===== config.mk =====
export PLATFORM = sky130hd
export DESIGN_NAME = fifo_wr_arbiter_flat
export DESIGN_NICKNAME = d
export VERILOG_FILES = /design/src/rtl/fifo_wr_arbiter_pkg.sv /design/src/rtl/fifo_wr_arbiter_if.sv /design/src/rtl/fifo_wr_arbiter_rr_pick.sv /design/src/rtl/fifo_wr_arbiter.sv /design/src/flat_wrapper.sv
export SDC_FILE = /design/constraint.sdc
export NUM_CORES = 1
export LEC_CHECK = 0
export BUFFER_PORTS_ARGS = -buffer_cell sky130_fd_sc_hd__buf_2
export CAP_MARGIN = 20
export CORE_AREA = 2 2 39 41
export DETAILED_ROUTE_END_ITERATION = 10
export DIE_AREA = 0 0 41 43
export MAX_ROUTING_LAYER = met4
export PLACE_DENSITY_LB_ADDON = 0.12
export SYNTH_ARGS = -nofsm -noshare
export SYNTH_HDL_FRONTEND = slang
export SYNTH_SLANG_ARGS = --single-unit

===== constraint.sdc =====
create_clock -name clk -period 1.5 [get_ports clk]
set_clock_uncertainty 0.2 [all_clocks]
set_input_delay 0 -clock clk [delete_from_list [all_inputs] [get_ports clk]]
set_output_delay 0 -clock clk [all_outputs]
set_load 0.02 [all_outputs]

===== src/rtl/fifo_wr_arbiter_pkg.sv =====
// Shared types and constants for the FIFO write-port arbiter and the FIFO top.
package fifo_arb_pkg;

    localparam int unsigned DEF_WIDTH     = 4;
    localparam int unsigned DEF_NUM_REQ   = 2;
    localparam int unsigned DEF_BURST_LEN = 4;

    typedef enum logic {
        IDLE  = 1'b0,
        BURST = 1'b1
    } arb_state_t;

    // Owner-index width; never below 1 so single-bit selects stay legal.
    function automatic int unsigned idx_w(input int unsigned n);
        return (n < 2) ? 1 : $clog2(n);
    endfunction

endpackage


===== src/rtl/fifo_wr_arbiter_if.sv =====
// Requester/FIFO-side bundle of the write arbiter; slave = arbiter, master = environment.
interface fifo_wr_arbiter_if
    import fifo_arb_pkg::*;
#(
    parameter int unsigned WIDTH   = DEF_WIDTH,
    parameter int unsigned NUM_REQ = DEF_NUM_REQ
);
    localparam int unsigned IW = idx_w(NUM_REQ);

    logic [NUM_REQ-1:0]       req_valid;
    logic [NUM_REQ*WIDTH-1:0] req_data;
    logic [NUM_REQ-1:0]       req_ready;
    logic                     fifo_full;
    logic                     fifo_wr_en;
    logic [WIDTH-1:0]         fifo_wdata;
    logic [IW-1:0]            fifo_wtag;
    logic [IW-1:0]            grant_owner;
    logic                     busy;

    modport master (
        output req_valid, req_data, fifo_full,
        input  req_ready, fifo_wr_en, fifo_wdata, fifo_wtag, grant_owner, busy
    );

    modport slave (
        input  req_valid, req_data, fifo_full,
        output req_ready, fifo_wr_en, fifo_wdata, fifo_wtag, grant_owner, busy
    );

endinterface


===== src/rtl/fifo_wr_arbiter_rr_pick.sv =====
// Combinational round-robin picker: first set request after i_last, with wrap.
module rr_pick
    import fifo_arb_pkg::*;
#(
    parameter int unsigned NUM_REQ = DEF_NUM_REQ,
    localparam int unsigned IW     = idx_w(NUM_REQ)
) (
    input  logic [NUM_REQ-1:0] i_req,
    input  logic [IW-1:0]      i_last,
    output logic [IW-1:0]      o_grant,
    output logic               o_any_valid
);

    int unsigned w_dist;
    int unsigned w_best;

    // Distance 0 is i_last+1; i_last itself is farthest, so it has lowest priority.
    always_comb begin
        o_grant     = '0;
        o_any_valid = 1'b0;
        w_dist      = 0;
        w_best      = NUM_REQ;
        for (int unsigned j = 0; j < NUM_REQ; j++) begin
            w_dist = (j + NUM_REQ - 1 - int'(i_last)) % NUM_REQ;
            if (i_req[j] && (w_dist < w_best)) begin
                w_best      = w_dist;
                o_grant     = IW'(j);
                o_any_valid = 1'b1;
            end
        end
    end

endmodule


===== src/rtl/fifo_wr_arbiter.sv =====
// Round-robin burst arbiter for the async FIFO write port.
// Optional statistics outputs enabled by defining FIFO_WR_ARB_STATS_EN.
module fifo_wr_arbiter
    import fifo_arb_pkg::*;
#(
    parameter int unsigned WIDTH     = DEF_WIDTH,
    parameter int unsigned NUM_REQ   = DEF_NUM_REQ,
    parameter int unsigned BURST_LEN = DEF_BURST_LEN
) (
    input  logic                 clk,
    input  logic                 rst,
    fifo_wr_arbiter_if.slave     bus
`ifdef FIFO_WR_ARB_STATS_EN
    ,
    output logic [15:0]          stall_cycles,
    output logic [NUM_REQ*8-1:0] grant_count
`endif
);

    localparam int unsigned IW = idx_w(NUM_REQ);
    localparam int unsigned CW = $clog2(BURST_LEN + 1);

    arb_state_t    r_state;
    logic [IW-1:0] r_owner;
    logic [IW-1:0] r_last;
    logic [CW-1:0] r_cnt;

    logic [IW-1:0]    w_pick;
    logic             w_any;
    logic             w_busy;
    logic             w_own_valid;
    logic [WIDTH-1:0] w_own_data;
    logic             w_accept;

`ifdef FIFO_WR_ARB_STATS_EN
    logic [15:0]          r_stall_cycles;
    logic [NUM_REQ*8-1:0] r_grant_count;

    assign stall_cycles = r_stall_cycles;
    assign grant_count  = r_grant_count;
`endif

    rr_pick #(.NUM_REQ(NUM_REQ)) u_pick (
        .i_req       (bus.req_valid),
        .i_last      (r_last),
        .o_grant     (w_pick),
        .o_any_valid (w_any)
    );

    always_comb begin
        w_own_valid = 1'b0;
        w_own_data  = '0;
        for (int unsigned i = 0; i < NUM_REQ; i++) begin
            if (IW'(i) == r_owner) begin
                w_own_valid = bus.req_valid[i];
                w_own_data  = bus.req_data[i*WIDTH +: WIDTH];
            end
        end
    end

    assign w_busy   = (r_state == BURST);
    assign w_accept = w_busy & w_own_valid & ~bus.fifo_full;

    // Data/tag gated by state so the async reset clears them immediately.
    assign bus.busy        = w_busy;
    assign bus.fifo_wr_en  = w_accept;
    assign bus.fifo_wdata  = w_busy ? w_own_data : '0;
    assign bus.fifo_wtag   = w_busy ? r_owner : '0;
    assign bus.grant_owner = r_owner;

    always_comb begin
        bus.req_ready = '0;
        for (int unsigned i = 0; i < NUM_REQ; i++) begin
            bus.req_ready[i] = w_busy && (IW'(i) == r_owner) && !bus.fifo_full;
        end
    end

    always_ff @(posedge clk or posedge rst) begin
        if (rst) begin
            r_state <= IDLE;
            r_owner <= '0;
            r_last  <= IW'(NUM_REQ - 1);
            r_cnt   <= '0;
`ifdef FIFO_WR_ARB_STATS_EN
            r_stall_cycles <= '0;
            r_grant_count  <= '0;
`endif
        end else begin
            case (r_state)
                IDLE: begin
                    if (w_any) begin
                        r_owner <= w_pick;
                        r_cnt   <= '0;
                        r_state <= BURST;
`ifdef FIFO_WR_ARB_STATS_EN
                        for (int unsigned i = 0; i < NUM_REQ; i++) begin
                            if (IW'(i) == w_pick) begin
                                r_grant_count[i*8 +: 8] <= r_grant_count[i*8 +: 8] + 8'd1;
                            end
                        end
`endif
                    end
                end
                BURST: begin
                    if (!w_own_valid) begin
                        r_state <= IDLE;
                        r_last  <= r_owner;
                    end else if (w_accept) begin
                        r_cnt <= r_cnt + CW'(1);
                        if (r_cnt == CW'(BURST_LEN - 1)) begin
                            r_state <= IDLE;
                            r_last  <= r_owner;
                        end
                    end else begin
`ifdef FIFO_WR_ARB_STATS_EN
                        if (r_stall_cycles != '1) begin
                            r_stall_cycles <= r_stall_cycles + 16'd1;
                        end
`endif
                    end
                end
                default: r_state <= IDLE;
            endcase
        end
    end

endmodule


===== src/flat_wrapper.sv =====
// flat-port wrapper written by rule: the top's interface ports become plain ports
module fifo_wr_arbiter_flat import fifo_arb_pkg::*;
#(
    parameter int unsigned WIDTH     = DEF_WIDTH,
    parameter int unsigned NUM_REQ   = DEF_NUM_REQ,
    parameter int unsigned BURST_LEN = DEF_BURST_LEN
)
  (clk, rst, bus_req_valid, bus_req_data, bus_fifo_full, bus_req_ready, bus_fifo_wr_en, bus_fifo_wdata, bus_fifo_wtag, bus_grant_owner, bus_busy);
  fifo_wr_arbiter_if #(.WIDTH(WIDTH), .NUM_REQ(NUM_REQ)) bus_i ();
  input  logic clk;
  input  logic rst;
  input wire logic [$bits(bus_i.req_valid)-1:0] bus_req_valid;
  input wire logic [$bits(bus_i.req_data)-1:0] bus_req_data;
  input wire logic [$bits(bus_i.fifo_full)-1:0] bus_fifo_full;
  output wire logic [$bits(bus_i.req_ready)-1:0] bus_req_ready;
  output wire logic [$bits(bus_i.fifo_wr_en)-1:0] bus_fifo_wr_en;
  output wire logic [$bits(bus_i.fifo_wdata)-1:0] bus_fifo_wdata;
  output wire logic [$bits(bus_i.fifo_wtag)-1:0] bus_fifo_wtag;
  output wire logic [$bits(bus_i.grant_owner)-1:0] bus_grant_owner;
  output wire logic [$bits(bus_i.busy)-1:0] bus_busy;
  assign bus_i.req_valid = bus_req_valid;
  assign bus_i.req_data = bus_req_data;
  assign bus_i.fifo_full = bus_fifo_full;
  assign bus_req_ready = bus_i.req_ready;
  assign bus_fifo_wr_en = bus_i.fifo_wr_en;
  assign bus_fifo_wdata = bus_i.fifo_wdata;
  assign bus_fifo_wtag = bus_i.fifo_wtag;
  assign bus_grant_owner = bus_i.grant_owner;
  assign bus_busy = bus_i.busy;
  fifo_wr_arbiter #(.WIDTH(WIDTH), .NUM_REQ(NUM_REQ), .BURST_LEN(BURST_LEN)) u_core (.clk(clk), .rst(rst), .bus(bus_i));
endmodule

== Yosys cells after proc, flatten, opt, wreduce, memory -nomap -nowiden ==
Cells that the tools add are included.

* Flip-flop bits (word level): 6
* Input bits: 13

* Add/subtract/negate cells: 3
* Magnitude comparators: 2
* Eq/ne operators: 6
* Multiplexer cells: 20
* Bitwise operators: 5
* Reductions and logical operators: 10

{| class="wikitable"
|+ Operator list
! operator !! count
|-
| less-than comparator 1 x 32 -> 1 bit || 1
|-
| 2-to-1 mux 1 bit || 12
|-
| inequality test 2 bit (second input constant) || 5
|-
| 2-to-1 mux 3 bit || 3
|-
| 2-to-1 mux 4 bit || 2
|-
| logical AND 1 bit || 6
|-
| case mux 3 bit (2 select lines) || 1
|-
| AND reduction 3 bit || 2
|-
| adder 3 x 1 -> 3 bit (second input constant) || 1
|-
| == test 3 x 2 -> 1 bit (second input constant) || 1
|-
| inverter 1 bit || 3
|-
| AND 1 bit || 2
|-
| less-than comparator 1 x 2 -> 1 bit (second input constant) || 1
|-
| 2-to-1 mux 2 bit || 1
|-
| case mux 1 bit (2 select lines) || 1
|-
| AND reduction 2 bit || 1
|-
| subtractor 1 bit (first input constant) || 2
|-
| zero test 1 bit || 1
|}

== Longest topological paths before layout ==
* Depth after elaboration: 9
* Gate-level depth with buffers: 5

== Hierarchy ==
From an unflattened synthesis, not the netlist that was laid out.

* Cells, all modules: 45
* Area total of the unflattened synthesis: 419.2 µm²

{| class="wikitable"
|+ By module, submodules not included
! module !! times used !! cells each !! area each (µm²) !! sequential area each (µm²)
|-
| fifo_wr_arbiter || 1 || 43 || 405.4 || 151.4
|-
| rr_pick || 1 || 2 || 13.8 || 0.0
|}

== Worst setup path after synthesis ==
Ideal clock, no wire load.

* Path type: flip-flop to flip-flop
* Start: register u_core.r_owner (netlist: u_core.bus.grant_owner)
* End: register u_core.r_cnt[0]
* Setup time: 0.079 ns
* Arrival: 1.180 ns
* Required time: 1.221 ns
* Path slack: 0.041 ns
* Stages on the path, launching flop included: 5
* Buffers on the path: 1
* Clock period less this slack: 1.459 ns
* Cells stage by stage: dfrtp_1 buf_6 mux2i_2 nor2_4 mux2i_1

* Cells in the longest elaborated chain, start to end: 5
* Elaborated cells between the ends (all ways): 6
* Those cells by class: eq/ne: 2; mux: 1; bitwise: 2; reduce/logical: 1

{| class="wikitable"
|+ Ends and longest elaborated chain
! element !! RTL line !! RTL
|-
| start, declared || fifo_wr_arbiter.sv:24 || <nowiki>logic [IW-1:0] r_owner;</nowiki>
|-
| start signal, assigned || fifo_wr_arbiter.sv:92 || <nowiki>r_owner <= w_pick;</nowiki>
|-
| 2-to-1 mux 1 bit || fifo_wr_arbiter.sv:54 || <nowiki>if (IW'(i) == r_owner) begin</nowiki>
|-
| AND 1 bit (2 in a row) || fifo_wr_arbiter.sv:62 || <nowiki>assign w_accept = w_busy & w_own_valid & ~bus.fifo_full;</nowiki>
|-
| via bus_fifo_wr_en || flat_wrapper.sv:16 || <nowiki>output wire logic [$bits(bus_i.fifo_wr_en)-1:0] bus_fifo_wr_en;</nowiki>
|-
| inequality test 2 bit (no line) || n/a ||
|-
| AND reduction 3 bit (no line) || n/a ||
|-
| end signal, assigned || fifo_wr_arbiter.sv:109 || <nowiki>r_cnt <= r_cnt + CW'(1);</nowiki>
|-
| end, declared || fifo_wr_arbiter.sv:26 || <nowiki>logic [CW-1:0] r_cnt;</nowiki>
|}

The timed path passes the listed nets, and every way through them passes these cells.
A chain may end at the register's enable or synchronous reset.

== Worst setup path after layout ==
* Start: input port bus_fifo_full
* End: output port bus_fifo_wr_en

* Cells in the longest elaborated chain, start to end: 2

{| class="wikitable"
|+ Ends and longest elaborated chain
! element !! RTL line !! RTL
|-
| start, declared || flat_wrapper.sv:14 || <nowiki>input wire logic [$bits(bus_i.fifo_full)-1:0] bus_fifo_full;</nowiki>
|-
| inverter 1 bit || fifo_wr_arbiter.sv:62 ||
|-
| AND 1 bit || fifo_wr_arbiter.sv:62 ||
|-
| end, declared || flat_wrapper.sv:16 ||
|}

No other way between the ends.

==> flow_metrics.py <==
metrics = {
    "run_status": {
        "status": "complete, no violations",
    },
    "detailed_routing": {
        "vias_per_cell": 4.50,
        "ant_nets": 0,
        "drt-initial-drc-count": 0,
        "wl_per_cell_um": 10.8,
        "routed_wirelength_um": 990,
        "num_vias": 414,
        "route.detailed.drc": 0,
        "drt_pass1_iterations": 1,
    },
    "timing": {
        "setup_ws_ns": 0.0750,
        "final.min_clock_period_ns": 1.43,
        "max_freq_mhz": 702,
        "fin_tns_setup_ns": 0,
        "hold_ws_ns": 0.0116,
        "setup_viol": 0,
        "slew_headroom_pct": 78.8,
        "slew_violations": 0,
        "tightest_slew_ns": 0.317,
        "hold_viol": 0,
        "finalCritPeriodShare_pct": 95.0,
    },
    "clock_tree": {
        "cts.htree.levels": 1,
        "clkSinkCount": 6,
        "cts_tree": "built",
        "cts_root_buf": "clkbuf_4",
        "post_cts_buffers": 0,
        "clk_latency_ns": 0.24,
        "clock_path_buffers": 2,
        "clk_pin_slew_ns": 0.05,
        "cts_made_buffers": 3,
    },
    "logic_synthesis": {
        "postSynthCellCount": 45,
        "synth-seq-cells": 6,
        "synth_area_leader_cell": "dfrtp_1",
        "synthTopCellsByArea": "dfrtp_1 30%, mux2i_1 17%, dfstp_2 6.4%, ha_1 6.1%, inv_1 5.5%",
        "synth_commonest_cells": "7 x mux2i_1, 6 x inv_1, 6 x nor2_1",
        "syn_area_per_cell_um2": 9.12,
        "syn_nets": 60,
        "yosysSeqAreaShare_pct": 36.9,
        "synthArstFlopShare_pct": 100,
        "post-synth-top-count-cell": "mux2i_1",
        "synth-edff-count": 0,
        "synthesis.area_um2": 410,
        "synth.top_cell.area_share_pct": 30.5,
        "yosysWarnings": 0,
        "yosys.cell_types.count": 19,
        "synth_top_flop_cell": "dfrtp_1",
    },
    "floorplanning": {
        "dieArea_um2": 1760,
        "die_x_um": 41,
        "ioPinCount": 23,
        "coreArea_um2": 1380,
        "die_h_um": 43,
        "row_count": 14,
        "floorplan.initialDensity_pct": 29.7,
    },
    "layout": {
        "fillerInstances": 153,
        "fin_nets": 92,
        "drive_above_1_share_pct": 39.5,
        "antenna_cells": 0,
        "area_growth_pct": 49.1,
    },
    "worst_setup_path": {
        "required_ns": 1.30,
        "startpoint_type": "input pin",
        "critical_path_arrival_ns": 1.23,
        "end_kind": "output pin",
        "cp_max_fo": 4,
        "critical_path_class": "input pin to output pin",
    },
    "global_routing": {
        "grt_max_degree": 11,
        "grt_pass1_wl_um": 1540,
        "overflow": 0,
        "antenna_found_initial": 0,
        "groute.usage.overall_pct": 13.6,
        "grt_pass1_vias": 392,
    },
    "power": {
        "leakagePower_nw": 0.330,
        "ir_drop_mv": 0.693,
        "power.density_nw_per_um2": 1770,
    },
    "place": {
        "pre_cts_slack_ns": 0.115,
        "dp_hpwl_um": 764,
        "port_buffers": 22,
        "place.gp.congestion": 0.686,
    },
    "min_path": {
        "hold_path.class": "input pin to async pin",
    },
    "job": {
        "maxCapViolations": 0,
    },
}
report_power, final:
part / switching, W / internal [W] / leakage, nW
Clock: 0.0000576 / 0.000101 / 0.0150
Sequential: 0.0000558 / 0.000237 / 0.0734
Combinational: 0.000365 / 0.000266 / 0.242
kinds of logic after synthesis:
kind of cell,Yosys count,synth area share (%)
adder cells (fa/ha/maj),2,6.10
AND/OR/NAND/NOR,17,20.4
flip-flops,6,36.9
AO/OA/AOI/OAI,5,7.93
buffers and inverters,7,8.23
multiplexers,8,20.4
critical path, cell delays in order:
cell,delay (ns)
dlygate4sd3_1,0.53
buf_2,0.12
nand2b_1,0.19
nor2_4,0.19
buf_2,0.19
what timing repair did:
action                                  in CTS  in global routing
hold endpoints to repair                    11                  0
resized for setup                            0                  1
endpoints found under the setup margin       0                  1
hold buffers                                 4                  0
metal layers:
layer / share of wire (%) / track usage [%] / vias up / wire, um
li1: - / - / 212 / -
met1: 37 / 13.0 / 184 / 371
met2: 51 / 23.8 / 18 / 500
met3: 12 / 5.24 / 0 / 118
met4: 0 / 4.00 / 0 / 0
met5: 0 / - / - / 0
per-stage QoR:
stage	area [um^2]	std cells	total power [W]	util, %
6_report	612	92	0.00108	44.2
5_1_grt	612	92	0.00119	44.2
4_1_cts	603	91	0.00108	43.6
3_5_place_dp	537	83	0.000900	38.8
3_3_place_gp	537	83	0.000901	38.8
2_1_floorplan	410	45	0.000734	-
area by class of cell:
type,instances,area (um^2),share of cell area (%)
well taps,16,20.0,3.27
flip-flops and latches,6,151,24.7
clock buffers,4,26.3,4.29
inverters,6,22.5,3.68
multi-input cells,32,225,36.8
repair buffers,28,166,27.2
cell usage in the layout, fill, tap and decap left out, drive strengths merged:
cell	n
nor2	7
nand3	1
mux2i	8
ha	2
and2	1
nand3b	1
buf	24
nand2b	1
nor2b	1
o21bai	1
a32o	1
dfrtp	5
dfstp	1
nand2	5
o21ai	3
inv	6
clkbuf	4
dlygate4sd3	4
registers in the layout, indices dropped and copies added, names as in the netlist:
| register | cells |
|---|---|
| u_core.bus.busy | 1 |
| u_core.r_cnt | 3 |
| u_core.bus.grant_owner | 1 |
| u_core.r_last | 1 |
worst paths after layout:
check                                      from                end  slack [ns]  depth (start not counted)
min in group clk                bus_req_data[6]  bus_fifo_wdata[2]        0.16                          4
worst max-delay path              bus_fifo_full     bus_fifo_wr_en        0.07                          5
worst max register to register  u_core.r_cnt[0]      u_core.r_last        0.11                          5
worst min register to register  u_core.r_cnt[0]    u_core.r_cnt[0]        0.28                          1
worst min-delay path                        rst    u_core.r_cnt[2]        0.01                          3
max in group asynchronous                   rst      u_core.r_last        0.83                          3
(Power assumes the default switching activity.)
